**src/rtl/pc_sequencer.sv**
```systemverilog
// Program-counter sequencer: owns the fetch address and sequences IDLE/RUN/HALT,
// with sequential increment, jump/branch redirect, stall, halt detection and misalign flag.
module pc_sequencer #(
    parameter int                    DATA_WIDTH  = 32,
    parameter int                    INSTR_BYTES = 4,
    parameter logic [DATA_WIDTH-1:0] RESET_PC    = '0,
    parameter int                    HALT_REPEAT = 2
) (
    input  logic                  clk,
    input  logic                  rst,
    input  logic                  prog_ready,
    input  logic                  stall,
    input  logic                  branch_taken,
    input  logic [DATA_WIDTH-1:0] branch_target,
    input  logic                  jump,
    input  logic [DATA_WIDTH-1:0] jump_target,
    input  logic                  restart,
    output logic [DATA_WIDTH-1:0] pc_out,
    output logic [DATA_WIDTH-1:0] pc_next,
    output logic                  fetch_en,
    output logic                  prog_ack,
    output logic                  misalign_err
);

    localparam int ALIGN_W = (INSTR_BYTES > 1) ? $clog2(INSTR_BYTES) : 1;
    localparam int CNT_W   = $clog2(HALT_REPEAT + 1);

    typedef enum logic [1:0] {
        S_IDLE = 2'd0,
        S_RUN  = 2'd1,
        S_HALT = 2'd2
    } state_t;

    state_t                  state;
    logic [CNT_W-1:0]        halt_cnt;
    logic                    redirect;
    logic                    self_loop;

    function automatic logic is_misaligned(input logic [DATA_WIDTH-1:0] addr);
        if (INSTR_BYTES <= 1)
            return 1'b0;
        return addr[ALIGN_W-1:0] != '0;
    endfunction

    // Next-PC select: stall > jump > branch > sequential; frozen outside RUN
    always_comb begin
        pc_next  = pc_out;
        redirect = 1'b0;
        if (state == S_RUN && !stall) begin
            if (jump) begin
                pc_next  = jump_target;
                redirect = 1'b1;
            end else if (branch_taken) begin
                pc_next  = branch_target;
                redirect = 1'b1;
            end else begin
                pc_next  = pc_out + DATA_WIDTH'(INSTR_BYTES);
            end
        end
    end

    assign self_loop = (pc_next == pc_out);
    assign fetch_en  = (state == S_RUN) && !stall;

    always_ff @(posedge clk) begin
        if (rst) begin
            state        <= S_IDLE;
            pc_out       <= RESET_PC;
            halt_cnt     <= '0;
            prog_ack     <= 1'b0;
            misalign_err <= 1'b0;
        end else begin
            // Sticky error: only a redirect that is actually taken can set it
            if (!restart && redirect && is_misaligned(pc_next))
                misalign_err <= 1'b1;

            if (restart) begin
                state    <= S_IDLE;
                pc_out   <= RESET_PC;
                halt_cnt <= '0;
                prog_ack <= 1'b0;
            end else begin
                case (state)
                    S_IDLE: begin
                        if (prog_ready)
                            state <= S_RUN;
                    end
                    S_RUN: begin
                        pc_out <= pc_next;
                        // Stalled cycles leave the self-loop count untouched
                        if (!stall) begin
                            if (self_loop) begin
                                halt_cnt <= halt_cnt + 1'b1;
                                if (halt_cnt == CNT_W'(HALT_REPEAT - 1)) begin
                                    state    <= S_HALT;
                                    prog_ack <= 1'b1;
                                end
                            end else begin
                                halt_cnt <= '0;
                            end
                        end
                    end
                    S_HALT: begin
                        prog_ack <= 1'b1;
                    end
                    default: begin
                        state    <= S_IDLE;
                        pc_out   <= RESET_PC;
                        halt_cnt <= '0;
                        prog_ack <= 1'b0;
                    end
                endcase
            end
        end
    end

endmodule

```
**config.mk**
```make
export PLATFORM = sky130hd
export DESIGN_NAME = pc_sequencer
export DESIGN_NICKNAME = d
export VERILOG_FILES = /design/src/rtl/pc_sequencer.sv
export SDC_FILE = /design/constraint.sdc
export NUM_CORES = 1
export LEC_CHECK = 0
export BUFFER_PORTS_ARGS = -buffer_cell sky130_fd_sc_hd__buf_2
export CAP_MARGIN = 15
export CELL_PAD_IN_SITES_DETAIL_PLACEMENT = 1
export CELL_PAD_IN_SITES_GLOBAL_PLACEMENT = 1
export CORE_ASPECT_RATIO = 0.75
export CORE_MARGIN = 2
export CORE_UTILIZATION = 35
export DETAILED_ROUTE_END_ITERATION = 7
export PLACE_DENSITY_LB_ADDON = 0.05
export SLEW_MARGIN = 20
export SYNTH_ARGS = -nofsm -noshare
export SYNTH_HDL_FRONTEND = slang
export SYNTH_SLANG_ARGS = --single-unit
```
**constraint.sdc**
```tcl
create_clock -name clk -period 3.8 [get_ports clk]
set_input_delay 0 -clock clk [delete_from_list [all_inputs] [get_ports clk]]
set_output_delay 0 -clock clk [all_outputs]
set_load 0.05 [all_outputs]
```
# Yosys cells after proc, flatten, opt, wreduce, memory -nomap -nowiden
# Index checks and enable logic that the tools add are counted.
# W data, S select, Z words.
# classes
add_sub_neg	2
eq_ne	8
n_mux	19
bitwise_logic	3
reduce_logical	12
# op_table
operator	n
$mux W32	3
$pmux W32 S2	1
$add A32 B3 Y32 const B	1
$eq A32 B32 Y1	1
$mux W2	6
$mux W1	6
$ne A2 B2 Y1 const B	3
$pmux W2 S3	1
$reduce_and A5 Y1	1
$eq A2 B1 Y1 const B	2
$pmux W2 S2	1
$reduce_and A4 Y1	1
$reduce_or A2 Y1	2
$logic_and A1 B1 Y1	3
$not A1 Y1	3
$pmux W1 S3	1
$add A2 B1 Y2 const B	1
$eq A2 B2 Y1 const B	1
$logic_not A1 Y1	2
$logic_not A2 Y1	1
$ne A2 B1 Y1 const B	1
$reduce_and A2 Y1	1
$reduce_bool A2 Y1	1
# word_totals
ff_bits	38
input_bits	71
output_inout_bits	67

# Depth between registers and ports, before layout
# logic_depth
word_depth	8
depth_mapped	14
mapped_depth_nobuf	12

# Worst setup path after synthesis
# Ideal clock, no wire load.
# synth_path
path_type	reg-to-reg
startpoint	register pc_out[3]
endpoint	register pc_out[26]
setup_ns	0.073
arrival_ns	3.889
path_slack_ns	-0.162
path_stages_with_launch	9
path_buffers	1
period_less_slack_ns	3.962
cell_sequence	dfxtp_1 > ha_1 > nand4_1 > nor4_1 > buf_2 > a31oi_1 > o41ai_1 > a22oi_1 > nor2_1
# synth_via
elab_chain_cells	5
# synth_rtl
item	line	rtl
from (decl)	18	output logic [DATA_WIDTH-1:0] pc_out,
from (signal assigned)	89	pc_out <= pc_next;
$add A32 B3 Y32	57	pc_next = pc_out + DATA_WIDTH'(INSTR_BYTES);
$mux W32	53	end else if (branch_taken) begin
$mux W32	50	if (jump) begin
$mux W32	49	if (state == S_RUN && !stall) begin
via pc_next[26]	19	output logic [DATA_WIDTH-1:0] pc_next,
$pmux W32 S2	83	case (state)
# The timed path passes the listed nets, and every way through them passes these cells.
# A chain may end at the register's enable or synchronous reset.

# Final worst setup path
# layout_path
startpoint	register state[1]
endpoint	register prog_ack
# layout_via
elab_chain_cells	6
# layout_rtl
item	line	rtl
from (decl)	34	state_t state;
from (signal assigned)	67	state <= S_IDLE;
from (signal assigned)	78	state <= S_IDLE;
from (signal assigned)	86	state <= S_RUN;
$eq A2 B1 Y1	49, 83	
$logic_and A1 B1 Y1	49	
$mux W32	49	
$eq A32 B32 Y1	62	assign self_loop = (pc_next == pc_out);
$ne A2 B2 Y1 (no source line)	n/a	
$reduce_and A4 Y1 (no source line)	n/a	
to (signal assigned)	70	prog_ack <= 1'b0;
to (signal assigned)	81	prog_ack <= 1'b0;
to (signal assigned)	96	prog_ack <= 1'b1;
to (decl)	21	output logic prog_ack,
# Several ways; a longest one is shown, not always the timed one.

==> run summary <==
The flow ran to the end, and the final reports show no timing, DRC or antenna violations. The number of port buffers came out at 137. The pin count of the biggest net entering global routing came out at 48. Data on the critical path is required at its endpoint by about 4.0 ns.

In this run the worst path has a maximum fanout of 38. The setup total negative slack is 0 ns. The remaining max-slew budget at the tightest pin is 0.4504.

The number of global-route vias before repair is approximately 4900. The total global routing overflow is 0. The launch instance of the worst register-to-register path is state[1]. The post-synthesis to final-layout area growth is 24.18%. Counting every net in the synthesized netlist gives roughly 650. The total number of vias is between 5000 and 6000. From bottom edge to top edge, the die measures ~95 microns. The number of different library cells used by synthesis comes to 68. Before CTS, the worst setup slack after placement is 0.6823 ns.

Among all stages on the critical path, the largest delay is contributed by a211oi_2. The cell count after synthesis came out at 577. The die footprint came out at around 12000 sq um. The fraction of the cycle the final worst path needs came out at 0.8415.

Synthesis inferred 38 register bits. The clock sink count is 38. The number of buffers inserted during clock tree synthesis came out at 5.

The width of the chip is 125.5 microns. At the pin with the least slew margin, the transition time is about 0.8 ns. The number of nets in the layout came out at between 700 and 800.

The setup slack on the worst flop-to-flop path is approximately 0.60 ns. The tightest min-delay check is of the in2reg type. The total track usage came out at 0.2938. The maximum achievable frequency is approximately 0.31 GHz. The critical path contains buffers and inverters numbering 2 combined. The worst-case IR drop observed on VDD is ~0.13 mV.

The number of antenna violations at the first check in global routing is 0. Across the run, the number of max-cap violations was 0. The number of placement rows is 33. The share of the Yosys chip area taken by registers is 0.1963. The buffer depth of the longest clock path is 2. The worst hold path begins at restart. The clock skew is 0.004805 ns. The length of the first detailed-routing pass in iterations came out at 5.

The max-slew violation total from the final report is 0. The clock tree from TritonCTS is built. The minimum period implied by the final worst setup slack is approximately 3.2 ns. After synthesis, the share of flip-flops with an asynchronous set or reset is 0. The final hold violation count came out at 0. Traced cell by cell, the critical path runs through inv_1, ha_1, nand2b_1, buf_4, nor4_1, o41ai_2, o2111ai_1, nor4_2, o41ai_1, a211oi_2, a32o_1, mux2i_1. The proportion of layout cells with a drive suffix above 1 came out at 0.2580.

The via-per-instance ratio is just over 6. The clock transition time at the flip-flop clock pins of the worst setup and hold paths is 0.06 ns. The number of enable-type register cells in the synthesized netlist came out at 0.

The worst setup path startpoint is state[1]. The kind of cell with the highest combined delay along the critical path is compound AO/OA/AOI/OAI gates. The final setup violation count came out at 0. Setup repair after global routing left no endpoint under its margin. In this run the clock root is driven by a clkbuf_16. The first routing iteration left about 340 violations. After synthesis the cells add up to 3876 sq um.

The number of synthesis warnings came out at 0. The core area is between 10000 and 15000 sq um. The worst hold slack is 0.06145 ns. The maximum single-stage delay on the critical path is 0.46 ns. The wire length after detailed routing came out at around 18 mm.

The final worst setup slack came out at around 0.6 ns. The number of levels in the clock H-tree is 2. The number of cells upsized or downsized after cts is 0.

The worst setup path is of the reg2reg kind. The total power density per cell area came out at between 200 and 250 nW/um^2. The number of primary I/O pins came out at approximately 140.

The initial standard-cell utilization of the core is 0.3570. The worst setup path is captured at a register. The final weighted congestion in routability-driven placement is between 0.9 and 1. The first-pass GRT wire length came out at approximately 28 mm. For this design the static power due to leakage is between 0.0015 and 0.002 uW. Among all flip-flop cells after synthesis, the most frequent one is dfxtp_1. The detail route stage leaves a number of antenna-violating nets equal to 0. For this run, design rule violations remaining after detail routing come to 0. The data arrival time at the worst-slack endpoint is 3.42 ns. The average size of a mapped cell is 6.718 sq um. In the final routed layout, each cell accounts on average for between 20 and 25 microns. The nature of the critical path startpoint is a register. The insertion delay of the later-clocked pin in the worst-skew pair is just under 0.3 ns.

The post-DP HPWL came out at around 14 mm.
flip-flops by register name, summed over array words and instances (netlist names):
register and count:
prog_ack 1, state 2, halt_cnt 2, pc_out 32, misalign_err 1
synthesized netlist by cell type, types with 11 or more instances:
cell	count	area (sq um)
nor2_1	81	304.0
o21ai_0	56	280.3
nand2_1	43	161.4
dfxtp_1	38	760.7
a22oi_1	36	270.3
a21oi_1	32	160.2
clkbuf_1	28	105.1
nor3_1	24	120.1
inv_1	19	71.32
buf_2	18	90.09
o221ai_1	18	157.7
nand3_1	14	70.07
nor2b_1	13	81.33
nand4_1	11	68.82
timing repair:
item                       CTS  global route
hold endpoints to repair     1             0
hold buffers                 1             0
setup endpoints to repair    0             0
buffers inserted             0             0
path summary, 6_finish.rpt:
check	to	cells after the start
setup / recovery	prog_ack	12
hold / removal	prog_ack	4
hold reg to reg	prog_ack	2
setup reg to reg	prog_ack	12
layout by cell type (no fill, tap or decap), drive strengths merged, types with 4 or more instances in the layout:
cell and instances:
a211oi 5, a21oi 32, a22oi 36, a31oi 10, and3 4, buf 157, clkbuf 7, dfxtp 38
ha 5, inv 19, mux2i 5, nand2 43, nand2b 5, nand3 14, nand4 11, nor2 81
nor2b 13, nor3 24, nor3b 9, nor4 8, o21a 4, o21ai 56, o221ai 18, o22ai 8
o31ai 4, or2 4, or3 6
per-layer routing:
metal  global-route usage  vias to the layer above  part of all wire
li1                     -                     2405                 -
met1               0.4289                     2549              0.48
met2               0.4649                      176              0.45
met3              0.03760                       22             0.058
met4              0.05926                        0             0.011
met5                    0                        -                 0
tightest hold or removal path: cells and delay by family:
kind | cells | cell delay, ns
buffers and inverters | 1 | 0.10
muxes | 1 | 0.05
and+or+nand+nor | 2 | 0.15
cell type report:
| type | count | area (sq um) |
|---|---|---|
| Fill cell | 1463 | 6046 |
| Multi-Input combinational cell | 463 | 2798 |
| Timing Repair Buffer | 158 | 858.3 |
| Sequential cell | 38 | 760.7 |
| Tap cell | 140 | 175.2 |
| Clock buffer | 7 | 142.6 |
| Inverter | 19 | 71.32 |
| Clock inverter | 1 | 5.005 |
| Antenna cell | 1 | 2.502 |
where the power goes:
part	total (uW)	switching, uW	internal, uW
registers	400	0.997	399
clock network	443	182	261
logic	284	189	94.6
stage by stage:
| stage | total power [uW] | cell area [sq um] | cells | utilization |
|---|---|---|---|---|
| 2_1_floorplan | 585.1 | 3884 | 577 | - |
| 3_3_place_gp | 685.1 | 4653 | 817 | 0.4285 |
| 3_5_place_dp | 688.1 | 4653 | 817 | 0.4285 |
| 4_1_cts | 1135 | 4811 | 826 | 0.4430 |
| 5_1_grt | 1174 | 4811 | 826 | 0.4430 |
| 6_report | 1127 | 4813 | 827 | 0.4433 |
cell families (layout without fill, tap and decap cells):
logic type               Yosys count  count (layout)  share of synthesized area
AO/OA/AOI/OAI                    218             218                     0.3848
XOR/XNOR                           1               1                   0.002260
adder cells (fa/ha/maj)            5               5                    0.01614
buffers and inverters             76             185                    0.08522
flip-flops                        38              38                     0.1963
multiplexers                       6               6                    0.01582
other                              0               1                          0
AND/OR/NAND/NOR                  233             233                     0.2995
Note: power is estimated with default switching activity, not from simulation.
